**config.mk**
```make
export PLATFORM = sky130hd
export DESIGN_NAME = psum_sched
export DESIGN_NICKNAME = d
export VERILOG_FILES = /design/src/rtl/psum_sched.sv
export SDC_FILE = /design/constraint.sdc
export NUM_CORES = 1
export LEC_CHECK = 0
export ABC_AREA = 1
export CAP_MARGIN = 20
export CORE_UTILIZATION = 45
export CTS_CLUSTER_DIAMETER = 200
export DETAILED_ROUTE_END_ITERATION = 10
export GPL_ROUTABILITY_DRIVEN = 0
export PLACE_DENSITY = 0.68
export RECOVER_POWER = 50
export SLEW_MARGIN = 20
export SYNTH_ARGS = -nofsm -noshare
export SYNTH_HDL_FRONTEND = slang
export SYNTH_SLANG_ARGS = --single-unit
```
**constraint.sdc**
```tcl
create_clock -name clk -period 2.4 [get_ports clk]
set_clock_uncertainty 0.2 [all_clocks]
set_input_delay 0.48 -clock clk [delete_from_list [all_inputs] [get_ports clk]]
set_output_delay 0.48 -clock clk [all_outputs]
set_load 0.02 [all_outputs]
```
**src/rtl/psum_sched.sv**
```systemverilog
// Partial-sum buffer sequencer: zero-init, multi-pass accumulation with ping-pong
// bank parity, pipeline-drain gaps between passes, and a final read-out/zero-back sweep.
module psum_sched #(
   parameter int ADDR_WIDTH = 8,
   parameter int DEPTH      = 46,
   parameter int PASS_WIDTH = 8,
   parameter int PIPE_LAT   = 3
) (
   input  logic                  clk,
   input  logic                  rst,
   input  logic                  start,
   input  logic [ADDR_WIDTH-1:0] cfg_row_len,
   input  logic [PASS_WIDTH-1:0] cfg_num_pass,
   input  logic                  abort,
   input  logic                  pe_valid,
   output logic                  pe_ready,
   output logic                  p_init,
   output logic                  p_valid_data,
   output logic                  p_write_zero,
   output logic                  odd_cnt,
   output logic [PASS_WIDTH-1:0] pass_idx,
   output logic                  busy,
   output logic                  done,
   output logic                  cfg_err
);
   localparam int GAP_W = (PIPE_LAT > 1) ? $clog2(PIPE_LAT) : 1;
   localparam logic [GAP_W-1:0]      GAP_LAST = GAP_W'(PIPE_LAT - 1);
   localparam logic [ADDR_WIDTH-1:0] DEPTH_A  = ADDR_WIDTH'(DEPTH);
   localparam logic [ADDR_WIDTH-1:0] ONE_A    = ADDR_WIDTH'(1);
   localparam logic [PASS_WIDTH-1:0] ONE_P    = PASS_WIDTH'(1);

   typedef enum logic [2:0] {
      S_IDLE,
      S_INIT,
      S_STREAM,
      S_GAP,
      S_DRAIN,
      S_DONE
   } state_t;

   state_t                state;
   logic [ADDR_WIDTH-1:0] row_len;
   logic [ADDR_WIDTH-1:0] elem_cnt;
   logic [PASS_WIDTH-1:0] num_pass;
   logic [GAP_W-1:0]      gap_cnt;
   logic                  last_elem;
   logic                  last_pass;
   logic                  cfg_bad;

   assign last_elem = (elem_cnt == row_len - ONE_A);
   assign last_pass = (pass_idx == num_pass - ONE_P);
   assign cfg_bad   = (cfg_row_len == '0) || (cfg_row_len > DEPTH_A) || (cfg_num_pass == '0);

   // Strobes decode the registered state; abort masks them in the same cycle it arrives.
   assign busy         = (state != S_IDLE);
   assign done         = (state == S_DONE);
   assign p_init       = (state == S_INIT) && !abort;
   assign pe_ready     = (state == S_STREAM) && !abort;
   assign p_valid_data = pe_valid && pe_ready;
   assign p_write_zero = (state == S_DRAIN) && !abort;

   always_ff @(posedge clk or posedge rst) begin
      if (rst) begin
         state    <= S_IDLE;
         row_len  <= '0;
         num_pass <= '0;
         elem_cnt <= '0;
         gap_cnt  <= '0;
         pass_idx <= '0;
         odd_cnt  <= 1'b0;
         cfg_err  <= 1'b0;
      end else begin
         cfg_err <= 1'b0;
         if (abort && state != S_IDLE) begin
            state    <= S_IDLE;
            elem_cnt <= '0;
            pass_idx <= '0;
            odd_cnt  <= 1'b0;
         end else begin
            case (state)
               S_IDLE: begin
                  if (start) begin
                     row_len  <= cfg_row_len;
                     num_pass <= cfg_num_pass;
                     if (cfg_bad) begin
                        cfg_err <= 1'b1;
                     end else begin
                        elem_cnt <= '0;
                        pass_idx <= '0;
                        odd_cnt  <= 1'b0;
                        state    <= S_INIT;
                     end
                  end
               end
               S_INIT: begin
                  if (last_elem) begin
                     elem_cnt <= '0;
                     state    <= S_STREAM;
                  end else begin
                     elem_cnt <= elem_cnt + ONE_A;
                  end
               end
               S_STREAM: begin
                  if (pe_valid) begin
                     if (last_elem) begin
                        elem_cnt <= '0;
                        gap_cnt  <= '0;
                        state    <= S_GAP;
                     end else begin
                        elem_cnt <= elem_cnt + ONE_A;
                     end
                  end
               end
               // Idle cycles let the adder pipeline retire before the bank parity flips.
               S_GAP: begin
                  if (gap_cnt == GAP_LAST) begin
                     elem_cnt <= '0;
                     if (last_pass) begin
                        state <= S_DRAIN;
                     end else begin
                        pass_idx <= pass_idx + ONE_P;
                        odd_cnt  <= !odd_cnt;
                        state    <= S_STREAM;
                     end
                  end else begin
                     gap_cnt <= gap_cnt + 1'b1;
                  end
               end
               S_DRAIN: begin
                  if (last_elem) begin
                     elem_cnt <= '0;
                     state    <= S_DONE;
                  end else begin
                     elem_cnt <= elem_cnt + ONE_A;
                  end
               end
               S_DONE: begin
                  state <= S_IDLE;
               end
               default: begin
                  state <= S_IDLE;
               end
            endcase
         end
      end
   end
endmodule

```
# == Word level (Yosys, flattened, before mapping) ==
# Index checks and enable logic that the tools add are counted.
# op_classes
reduce_logical,22
magnitude_cmp,1
n_eq_ne,19
mux,35
n_addsub,5
bitwise,1
# op_table
cell,count
2-to-1 mux 8 bit,9
one-hot mux 8 bit (4 select lines),1
2-to-1 mux 3 bit,9
adder 8 x 1 -> 8 bit (second input constant),2
equality test 8 bit,2
zero test 8 bit,2
one-hot mux 8 bit (2 select lines),1
subtractor 8 x 1 -> 8 bit (second input constant),2
one-hot mux 3 bit (5 select lines),1
AND reduction 5 bit,3
inequality test 3 x 2 -> 1 bit (second input constant),4
inequality test 3 bit (second input constant),4
2-to-1 mux 1 bit,9
> comparator 8 x 6 -> 1 bit (second input constant),1
AND reduction 7 bit,1
equality test 3 x 2 -> 1 bit (second input constant),2
equality test 3 bit (second input constant),2
2-to-1 mux 2 bit,3
inequality test 2 bit (second input constant),3
nonzero test 3 bit,2
logical AND 1 bit,5
nonzero test 5 bit,1
one-hot mux 2 bit (2 select lines),1
equality test 3 x 1 -> 1 bit (second input constant),1
10 further kinds,12
# word_totals
ff_bits,39
output_inout_bits,16
in_bits,21

# == Longest topological paths before layout ==
# logic_depth
word_depth,7
depth_mapped,15
ltp_nobuf,15

# == Worst setup path after synthesis ==
# OpenSTA, ideal clock, no wires.
# synth_timing
path_kind,flip-flop to flip-flop
startpoint,reg num_pass[0]
endpoint,reg pass_idx[0]
synth_period_minus_slack_ns,1.990
slack_ns,0.410
stages_incl_launch_ff,12
setup_time_ns,0.084
n_path_buf,1
t_arrival_ns,1.706
cell_sequence,dfrtp_1 > inv_2 > ha_1 > xnor2_1 > nor2_1 > nand3_1 > nor2_1 > nand3_2 > o21ai_4 > buf_6 > nand2_1 > o21ai_0
# synth_via
elab_chain_cells,4
# synth_rtl
element,line_no,rtl
from (decl),44,logic [PASS_WIDTH-1:0] num_pass;
from (signal assigned),84,num_pass <= cfg_num_pass;
subtractor 8 x 1 -> 8 bit,51,assign last_pass = (pass_idx == num_pass - ONE_P);
equality test 8 bit,51,
inequality test 3 bit (no line),n/a,
AND reduction 5 bit (no line),n/a,
to (signal assigned),121,pass_idx <= pass_idx + ONE_P;
to (decl),21,"output logic [PASS_WIDTH-1:0] pass_idx,"
# Every way passes these cells.
# A chain may end at the register's enable or synchronous reset.

# == Worst setup path in the final report ==
# layout_timing
startpoint,reg state[1]
endpoint,out busy
# layout_via
elab_chain_cells,1
# layout_rtl
element,line_no,rtl
from (decl),41,state_t state;
from (signal assigned),64,state <= S_IDLE;
from (signal assigned),75,state <= S_IDLE;
from (signal assigned),91,state <= S_INIT;
nonzero test 3 bit,55,assign busy = (state != S_IDLE);
to (decl),22,"output logic busy,"
# Every way passes these cells.

==> reports/results.ini <==
[pwr]
clockPowerShare_pct=16.5
p_comb_share_pct=52.4
p_leak_nw=1.689
switching_power_mw=1.522
seqPwrFrac_pct=31.1
switching_share_pct=44.66
p_total_mw=3.407
peakVddDrop_mv=0.5253
power_density_mw_per_mm2=1011
p_int_mw=1.886

[sta]
hold_viol_final=0
fin_crit_ps=2281
setup_ws_ps=119.5
finalCritPeriodShare_pct=95.02
rsz0062_at_grt=true
maxSlewViolCount=0
setup_violations=0
worst_pin_slew_ps=1008
max_freq_ghz=0.4385
slew_headroom_pct=32.82
whs_ps=287.2

[yosys]
synth_area_mm2=0.002700
ys_warn_count=0
synth_fa_ha_area_share_pct=2.317
synth-simple-area-share_pct=37.16
yosysUniqueCellTypes=30
synth_compound_area_share_pct=8.758
synthMuxAreaShare_pct=1.251
synth_area_leaders=dfrtp_1 (36%), nand2_1 (17%), inv_1 (8.9%), nor2_1 (7.6%), nand3_1 (5.4%)
syn_avg_cell_area_um2=6.586
yosys.area.top_type=dfrtp_1
synth.top_cell.area_share_pct=36.14
synthXorXnorAreaFrac_pct=3.568
synthesis.instances=410
synth-seq-cells=39
synth_top_family_by_area=simple AND/OR/NAND/NOR gates
synth_nets=436
seq_area_frac_synth_pct=36.14

[place]
io_buffers=36
place_ws_ps=-107.9
placed_area_mm2=0.003227
dpl.hpwl_um=4702

[cts]
cts_max_path_buffers=2
numCtsBuffers=5
tritoncts=done
clkTransAtPathRegs_ps=80
ctsHoldBuffers=0
root_buffer=clkbuf_8
clkLatencyLatePin_ps=290
cts_sinks=39
h-tree-depth=2

[final_layout]
layout-drive-gt1-share_pct=10.13
mostFrequentLayoutCell=nand2_1
final_cell_mix=nand2_1 (122), inv_1 (64), nor2_1 (53)
design_area_mm2=0.003371
area_growth_pct=24.84
nets=489
antenna_cells=0
utilization_pct=59.75

[route]
firstDrtPassIters=4
viasPerCell=4.944
via_count=2650
drc=0
wl_um=6159
post_drt_wl_per_cell_um=11.49
drt-initial-drc-count=102
ant_nets=0

[grt]
busiest_layer=met2
overflow=0
grt_use_met2_pct=37.78
use_met1_pct=27.44
grt_max_degree=40
grt_pass1_wl_um=10850
grt_util_met3_pct=3.314
grt_usage_pct=21.73
grt_pass1_vias=2514
antenna_found_initial=0

[critical_path]
end_kind=primary output
reg2reg_slack_ps=210
critPathRequiredTime_ps=1720
setup.worst_path.start_class=flop
critPathArrivalTime_ps=1600
crit_type=reg2out
cp_max_fo=5

[floorplanning]
placement_rows=27
dieArea_mm2=0.006314
core_mm2=0.005642
initial_core_util_pct=47.86
io_pins=37
dieHeight_um=79.46
die_w_um=79.46

[run]
cap_violations=0

[outcome]
run_status=finished, final reports clean

[hold_path]
hold_class=reg2reg

## area by class of cell
cell class	instances	area (um^2)
timing repair buffer	53	493.0
inverter	66	247.7
tap	72	90.09
multi-input combinational	298	1451
clock buffer	5	68.82
sequential	39	975.9
clock inverter	3	43.79
fill	539	2271
## per-layer routing
metal | up-vias | share of wire (%)
met2 | 64 | 48
li1 | 1389 | -
met5 | - | 0
met1 | 1186 | 47
met4 | 0 | 1.4
met3 | 11 | 3.5
## critical path: stages (launching register included)
cell	delay, ps
dfrtp_1	440
nor2_2	160
nand2_1	140
clkdlybuf4s50_1	570
## worst paths after layout
| check | to | cells past startpoint | start |
|---|---|---|---|
| max | busy | 3 | state[1] |
| min | gap_cnt[0] | 2 | gap_cnt[0] |
| max reg2reg | elem_cnt[5] | 14 | row_len[0] |
| min reg2reg | gap_cnt[0] | 2 | gap_cnt[0] |
| max in group asynchronous | elem_cnt[3] | 3 | rst |
| min in group asynchronous | pass_idx[3] | 3 | rst |
## kinds of logic (layout without fill, tap and decap cells)
| family | after synthesis | after routing |
|---|---|---|
| AO/OA/AOI/OAI | 43 | 43 |
| XOR/XNOR | 11 | 11 |
| adder cells (fa/ha/maj) | 5 | 5 |
| buffers and inverters | 73 | 127 |
| flip-flops | 39 | 39 |
| multiplexers | 3 | 3 |
| AND/OR/NAND/NOR | 236 | 236 |
## Yosys cell counts, drive strengths merged
cell      n
nand2   126
inv      66
nor2     58
dfrtp    39
nand3    30
o21ai    28
a21oi    12
nand4     9
nor3      8
xnor2     7
buf       5
ha        5
xor2      4
mux2      3
clkbuf    2
nand3b    2
o21bai    2
or2       2
nor4      1
o22ai     1
## flip-flops by register name, indices dropped and copies added, names as in the netlist
name / count
row_len: 8
gap_cnt: 2
state: 3
num_pass: 8
cfg_err: 1
odd_cnt: 1
elem_cnt: 8
pass_idx: 8
## per-stage QoR
step | cells | setup TNS (ps)
detailed placement | 527 | -260.7
finish | 536 | 0
CTS | 535 | 0
floorplan | 410 | 0
global placement | 527 | -200.3
global route | 536 | -22.30
## power groups by stage
stage	logic [mW]	registers [mW]	clock network, mW
2_1_floorplan	1.26	1.05	0
3_3_place_gp	1.69	1.07	0
3_5_place_dp	1.73	1.07	0
4_1_cts	1.74	1.06	0.571
5_1_grt	2.05	1.09	0.596
6_report	1.79	1.06	0.562
## repair_timing
item                                   CTS  global route
setup endpoints to repair                4            23
endpoints found under the hold margin    0             0
pin swaps                                0             3
buffers inserted                         0             1
resized for setup                        4             8
Note: power is estimated with default switching activity, not from simulation.
